--- config.mk ---
export PLATFORM = sky130hd
export DESIGN_NAME = fetch_decode_unit
export DESIGN_NICKNAME = d
export VERILOG_FILES = /design/src/rtl/fetch_decode_unit.sv
export SDC_FILE = /design/constraint.sdc
export NUM_CORES = 1
export LEC_CHECK = 0
export ABC_AREA = 1
export ABC_CLOCK_PERIOD_IN_PS = 1900
export CAP_MARGIN = 40
export CORE_MARGIN = 8
export CORE_UTILIZATION = 34
export CTS_CLUSTER_DIAMETER = 80
export DETAILED_ROUTE_END_ITERATION = 12
export GPL_TIMING_DRIVEN = 0
export PLACE_DENSITY = 0.71
export SLEW_MARGIN = 20
export SYNTH_ARGS = -nofsm -noshare
export SYNTH_HDL_FRONTEND = slang
export SYNTH_SLANG_ARGS = --single-unit
--- constraint.sdc ---
create_clock -name clk -period 1.9 [get_ports clk]
set_clock_uncertainty 0.15 [all_clocks]
set_input_delay 0.19 -clock clk [delete_from_list [all_inputs] [get_ports clk]]
set_output_delay 0.19 -clock clk [all_outputs]
set_load 0.02 [all_outputs]
--- src/rtl/fetch_decode_unit.sv ---
// fetch_decode_unit: front-end stage ahead of the control unit.
// Owns the 4-bit program counter, issues single-beat reads to a fixed-latency
// instruction memory, captures the returned word and presents its decoded
// fields under a valid/accept handshake.
module fetch_decode_unit #(
   parameter int unsigned INSTR_W = 19,
   parameter int unsigned MEM_LAT = 1,
   parameter logic [6:0]  HALT_OP = 7'h7F
) (
   input  logic               clk,
   input  logic               rst_n,
   input  logic               inc,
   input  logic               load,
   input  logic [3:0]         add_in,
   input  logic [INSTR_W-1:0] imem_rdata,
   input  logic               take_instr,
   output logic [3:0]         add_out,
   output logic               imem_en,
   output logic [3:0]         imem_addr,
   output logic [6:0]         op_code,
   output logic [3:0]         regdes,
   output logic [3:0]         regsrc1,
   output logic [3:0]         regsrc2,
   output logic               instr_valid,
   output logic               halted
);

   localparam logic [2:0] S_IDLE  = 3'd0;
   localparam logic [2:0] S_REQ   = 3'd1;
   localparam logic [2:0] S_WAIT  = 3'd2;
   localparam logic [2:0] S_VALID = 3'd3;
   localparam logic [2:0] S_HOLD  = 3'd4;
   localparam logic [2:0] S_HALT  = 3'd5;

   // Number of WAIT cycles; the memory latency is limited to 1..3.
   localparam logic [1:0] LAT_INIT = 2'(MEM_LAT);

   logic [2:0]         state_q, state_d;
   logic [3:0]         pc_q, pc_d;
   logic [1:0]         cnt_q, cnt_d;
   logic [INSTR_W-1:0] instr_q, instr_d;
   logic               en_q, en_d;
   logic [3:0]         addr_q, addr_d;
   logic               valid_q, valid_d;
   logic               halted_q, halted_d;
   logic               pc_chg_s;
   logic               is_halt_s;

   // A PC change is any sampled inc/load, even if the PC value ends up equal.
   assign pc_chg_s  = inc | load;
   assign is_halt_s = (instr_q[18:12] == HALT_OP);

   // Next-state, program counter and capture logic.
   always_comb begin
      state_d = state_q;
      cnt_d   = cnt_q;
      instr_d = instr_q;

      // load wins over inc; only load is honoured while halted.
      if (state_q == S_HALT) begin
         if (load) begin
            pc_d = add_in;
         end else begin
            pc_d = pc_q;
         end
      end else if (load) begin
         pc_d = add_in;
      end else if (inc) begin
         pc_d = pc_q + 4'd1;
      end else begin
         pc_d = pc_q;
      end

      case (state_q)
         S_IDLE: begin
            state_d = S_REQ;
         end
         S_REQ: begin
            // A PC change here abandons this read and reissues at the new PC.
            if (pc_chg_s) begin
               state_d = S_REQ;
            end else begin
               state_d = S_WAIT;
               cnt_d   = LAT_INIT;
            end
         end
         S_WAIT: begin
            if (pc_chg_s) begin
               state_d = S_REQ;
               cnt_d   = 2'd0;
            end else if (cnt_q == 2'd1) begin
               state_d = S_VALID;
               instr_d = imem_rdata;
               cnt_d   = 2'd0;
            end else begin
               cnt_d = cnt_q - 2'd1;
            end
         end
         S_VALID: begin
            // An accept is honoured even when it coincides with a PC change.
            if (take_instr) begin
               if (is_halt_s) begin
                  state_d = S_HALT;
               end else if (pc_chg_s) begin
                  state_d = S_REQ;
               end else begin
                  state_d = S_HOLD;
               end
            end else if (pc_chg_s) begin
               state_d = S_REQ;
            end else begin
               state_d = S_VALID;
            end
         end
         S_HOLD: begin
            if (pc_chg_s) begin
               state_d = S_REQ;
            end else begin
               state_d = S_HOLD;
            end
         end
         S_HALT: begin
            if (load) begin
               state_d = S_REQ;
            end else begin
               state_d = S_HALT;
            end
         end
         default: begin
            state_d = S_IDLE;
            cnt_d   = 2'd0;
         end
      endcase

      // Output registers are loaded from the next state so they line up with it.
      en_d     = (state_d == S_REQ);
      valid_d  = (state_d == S_VALID);
      halted_d = (state_d == S_HALT);
      if (state_d == S_REQ) begin
         addr_d = pc_d;
      end else begin
         addr_d = addr_q;
      end
   end

   // State and output registers with synchronous active-high reset on rst_n.
   always_ff @(posedge clk) begin
      if (rst_n) begin
         state_q  <= S_IDLE;
         pc_q     <= 4'd0;
         cnt_q    <= 2'd0;
         instr_q  <= '0;
         en_q     <= 1'b0;
         addr_q   <= 4'd0;
         valid_q  <= 1'b0;
         halted_q <= 1'b0;
      end else begin
         state_q  <= state_d;
         pc_q     <= pc_d;
         cnt_q    <= cnt_d;
         instr_q  <= instr_d;
         en_q     <= en_d;
         addr_q   <= addr_d;
         valid_q  <= valid_d;
         halted_q <= halted_d;
      end
   end

   assign add_out     = pc_q;
   assign imem_en     = en_q;
   assign imem_addr   = addr_q;
   assign instr_valid = valid_q;
   assign halted      = halted_q;

   // Field split of the captured instruction word.
   assign op_code = instr_q[18:12];
   assign regdes  = instr_q[11:8];
   assign regsrc1 = instr_q[7:4];
   assign regsrc2 = instr_q[3:0];

endmodule

## Word-level counts from Yosys, hierarchy flattened

Index checks and enable logic that the tools add are counted.

| cells by class | value |
|---|---|
| $add $sub $neg | 2 |
| $mul | 0 |
| divide/modulo/power cells | 0 |
| $lt $le $gt $ge | 0 |
| eq/ne operators | 11 |
| shift operators | 0 |
| multiplexer cells | 17 |
| bitwise gates (word level) | 3 |
| reduce and logical (&&, ||, !) cells | 4 |

Operators with widths:

| cell | number |
|---|---|
| $mux 3 | 6 |
| $pmux 3 s6 | 1 |
| $mux 4 | 4 |
| $mux 2 | 5 |
| $eq 3x2->1 const B | 3 |
| $eq 3x3->1 const B | 3 |
| $eq 7x7->1 const B | 1 |
| $eq 3x1->1 const B | 2 |
| $pmux 2 s3 | 1 |
| $add 4x1->4 const B | 1 |
| $reduce_or 4->1 | 1 |
| $logic_not 3->1 | 1 |
| $reduce_and 3->1 | 1 |
| $eq 2x1->1 const B | 1 |
| $ne 2x2->1 const B | 1 |
| $not 1->1 | 2 |
| $reduce_and 2->1 | 1 |
| $sub 2x1->2 const B | 1 |
| $or 1x1->1 | 1 |

| word-level totals | value |
|---|---|
| register bits after elaboration | 35 |
| latch bits | 0 |
| memory bits (writable) | 0 |
| ROM bits | 0 |
| output and inout bits | 30 |
| logic and storage cells | 45 |
| memories | 0 |

## Longest topological paths before layout

| logic depth | value |
|---|---|
| depth in word-level cells | 6 |
| depth in mapped cells | 10 |
| mapped depth without buffers | 10 |

## Worst setup path before layout

No wires, ideal clock.

| path | value |
|---|---|
| path type | reg2reg |
| start | register pc_q[0] (netlist: add_out[0]) |
| end | register addr_q[1] (netlist: imem_addr[1]) |
| library setup time | 0.110 ns |
| arrival | 1.234 ns |
| setup slack | 0.406 ns |
| stages on the path, launching flop included | 10 |
| path buffers | 0 |
| path through | dfxtp_1 > ha_1 > nand2_1 > nand2_1 > nand3_1 > nand2_1 > nor2_1 > nand4_1 > nand2_1 > nor2_1 |

| between the ends | value |
|---|---|
| word-level cells in the longest chain between the ends | 4 |

Ends and longest elaborated chain:

| item | line | text |
|---|---|---|
| from (decl) | 39 | `logic [3:0] pc_q, pc_d;` |
| from (signal assigned) | 159 | `pc_q <= pc_d;` |
| $add 4x1->4 | 69 | `pc_d = pc_q + 4'd1;` |
| $mux 4 | 68 | `end else if (inc) begin` |
| $mux 4 | 66 | `end else if (load) begin` |
| $mux 4 | 60 | `if (state_q == S_HALT) begin` |
| to (signal assigned) | 163 | `addr_q <= addr_d;` |
| to (decl) | 43 | `logic [3:0] addr_q, addr_d;` |

No other way between the ends.
A chain may end at the register's enable or synchronous reset.

## Worst setup path in the final report

| path | value |
|---|---|
| start | input port load |
| end | register instr_q[18] |

| between the ends | value |
|---|---|
| word-level cells in the longest chain between the ends | 3 |

Ends and longest elaborated chain:

| item | line | text |
|---|---|---|
| from (decl) | 13 | `input logic load,` |
| $or 1x1->1 | 50 | `assign pc_chg_s = inc \| load;` |
| $not 1->1 (no source line) | -- |  |
| $reduce_and 3->1 (no source line) | -- |  |
| to (signal assigned) | 161 | `instr_q <= instr_d;` |
| to (decl) | 41 | `logic [INSTR_W-1:0] instr_q, instr_d;` |

No other way between the ends.

==> flow_metrics.py <==
metrics = {
    "run_status": {
        "status": "complete, no violations",
    },
    "clock_tree": {
        "cts_hold_buf": 0,
        "postCtsSetupBuffers": 0,
        "cts_buffers": 5,
        "cts_max_level": 2,
        "cts_buffer_depth": 2,
        "cts-resized-gates": 0,
        "clock-root-buffer": "clkbuf_8",
        "cts_tree": "done",
        "clock_latency_ns": 0.28,
        "clk_pin_slew_ns": 0.07,
        "cts_sinks": 35,
    },
    "logic_synthesis": {
        "synth_cell_types": 23,
        "syn-num-nets": 261,
        "ys_seq_area_share_pct": 43.8,
        "syn_area_per_cell_um2": 6.93,
        "synth_seq_cells": 35,
        "synth-warning-count": 0,
        "synth_area_um2": 1600,
        "synth_cells": 231,
    },
    "critical_path": {
        "slowest_delay_ns": 0.55,
        "crit_arrival_ns": 1.69,
        "reg2reg_slack_ns": 0.32,
        "crit_path_cell_trace": "clkdlybuf4s50_1 -> inv_2 -> nand2_2 -> nor2_1 -> nand2_1 -> buf_2 -> o21ai_0 -> a21oi_1",
        "critPathBufInv": 3,
        "r2r_end": "instr_q[18]",
        "crit_required_ns": 1.92,
        "crit_type": "input port to register",
        "crit_family": "buffers and inverters",
        "crit_path_end_kind": "register",
        "critical_path_cell_count": 8,
        "r2r-start": "cnt_q[0]",
        "startpoint_type": "input port",
        "cp_slowest_cell": "clkdlybuf4s50_1",
        "r2r_cells": 6,
        "path_max_fanout": 10,
    },
    "timing": {
        "rsz0062_at_grt": "no",
        "finalWorstSetupSlack_ns": 0.231,
        "hold_violations": 0,
        "holdWs_ns": 0.164,
        "period_minus_slack_ns": 1.67,
        "relSlewSlack_pct": 70.0,
        "worstMarginPinSlew_ns": 0.450,
        "setup_viol": 0,
        "setup_tns_ns": 0,
        "slew_violations": 0,
        "max_freq_mhz": 599,
        "period_share_pct": 87.9,
    },
    "global_routing": {
        "busiest_layer": "met2",
        "use_met1_pct": 14.3,
        "antenna_found_initial": 0,
        "grt_pass1_wl_um": 7530,
        "grtUsageMet2_pct": 20.9,
        "grt_usage_pct": 12.6,
        "grtUsageMet3_pct": 5.56,
        "grt_pass1_vias": 1694,
        "grt_max_degree": 11,
        "globalRoute.totalOverflow": 0,
    },
    "detailed_routing": {
        "postRouteAntennaNets": 0,
        "vias": 1651,
        "routed_wl_um": 4250,
        "drtIter0Drc": 58,
        "drc": 0,
        "first_pass_iters": 4,
        "wl_per_cell_um": 12.2,
        "via_per_inst": 4.74,
    },
    "min_path": {
        "hold_path_depth": 2,
        "hold_start": "rst_n",
        "worstHoldPathType": "input port to register",
        "worstHoldEndpoint": "instr_q[6]",
    },
    "layout": {
        "multi_input_area_um2": 757,
        "fillers": 484,
        "layout-drive-gt1-share_pct": 7.14,
        "regArea_um2": 701,
        "nets": 324,
        "final_cell_count_no_fill": 348,
        "area_growth_pct": 45.9,
        "antenna_cells": 0,
    },
    "die": {
        "die_w_um": 84.6,
        "initial_core_util_pct": 34.6,
        "num_rows": 25,
        "die_area_um2": 7160,
        "coreArea_um2": 4630,
        "ios": 58,
        "die_y_um": 84.6,
    },
    "placement": {
        "place_inst": 341,
        "place_hpwl_um": 3290,
        "io_buffers": 56,
        "place_congestion": 0.869,
        "place_ws_ns": -0.131,
    },
    "pwr": {
        "p_per_area_nw_per_um2": 697,
        "ir_drop_mv": 0.341,
        "leakagePower_nw": 0.961,
    },
    "job": {
        "maxCapViolCount": 0,
    },
}
-- per-layer routing --
layer | up-vias | wire length, um
li1 | 861 | -
met1 | 734 | 1900
met2 | 52 | 1960
met3 | 4 | 355
met4 | 0 | 31
met5 | - | 0
-- cells in the final DEF (no fill, tap or decap), drive strengths merged --
| master | n |
|---|---|
| a21oi | 24 |
| nor3 | 1 |
| dfxtp | 35 |
| nand3 | 30 |
| nand2 | 62 |
| inv | 26 |
| nand4 | 4 |
| bufinv | 1 |
| clkdlybuf4s50 | 56 |
| xnor2 | 1 |
| ha | 2 |
| nand3b | 1 |
| or2 | 1 |
| clkbuf | 10 |
| buf | 5 |
| o21ai | 5 |
| nor2 | 30 |
-- where the power goes --
| part | switching (W) | internal [W] |
|---|---|---|
| clock network | 0.000242 | 0.000384 |
| logic | 0.000118 | 0.000114 |
| registers | 0.0000154 | 0.000755 |
| total | 0.000376 | 0.00125 |
-- worst register-to-register path, stage by stage (launching register included) --
cell and delay, ns:
dfxtp_1 0.35, ha_1 0.18, clkbuf_2 0.23, nand2_1 0.09, buf_2 0.19, o21ai_0 0.21
a21oi_1 0.06
-- metrics by stage --
stage / total power, W / instance area, um2 / util [%]
2_1_floorplan: 0.000903 / 1600 / -
3_3_place_gp: 0.00102 / 2230 / 48.2
3_5_place_dp: 0.00102 / 2230 / 48.2
4_1_cts: 0.00165 / 2330 / 50.4
5_1_grt: 0.00172 / 2340 / 50.5
6_report: 0.00163 / 2340 / 50.5
-- synthesized netlist by cell type (all sizes together) --
master	instances	area, um2
nor3	1	5.00
nand3	30	168
or2	1	6.26
o21ai	5	25.0
a21oi	24	131
nand4	4	25.0
clkbuf	4	15.0
dfxtp	35	701
nand3b	1	7.51
ha	2	25.0
xnor2	1	8.76
nor2	30	115
buf	5	33.8
inv	26	97.6
nand2	62	238
-- flip-flops by register name (all words and copies together) (netlist names) --
register and count:
cnt_q 2, halted 1, imem_en 1, instr_valid 1
instr_q 19, add_out 4, imem_addr 4, state_q 3
-- cells by family after synthesis --
logic type	synth area share [%]
simple gates	35.2
fa+ha+maj	1.56
xor+xnor	0.547
buf+inv	9.14
compound gates	9.77
flops	43.7
-- worst max-delay path by stage --
stage	slack, ns	end	from
floorplan	0.41	imem_addr[1]	add_out[0]
global placement	-0.06	imem_addr[3]	load
detailed placement	-0.13	imem_addr[3]	load
CTS	0.14	instr_q[18]	cnt_q[0]
global route	0.003	imem_addr[1]	load
finish	0.23	instr_q[18]	load
-- final cells by class --
class	count	share of cell area [%]
Buffer	9	2.14
Clock buffer	6	3.11
Clock inverter	1	1.29
Inverter	26	4.18
Multi-Input combinational cell	161	32.4
Sequential cell	35	30.0
Tap cell	54	2.89
Timing Repair Buffer	56	24.0
Note: power is estimated with default switching activity, not from simulation.
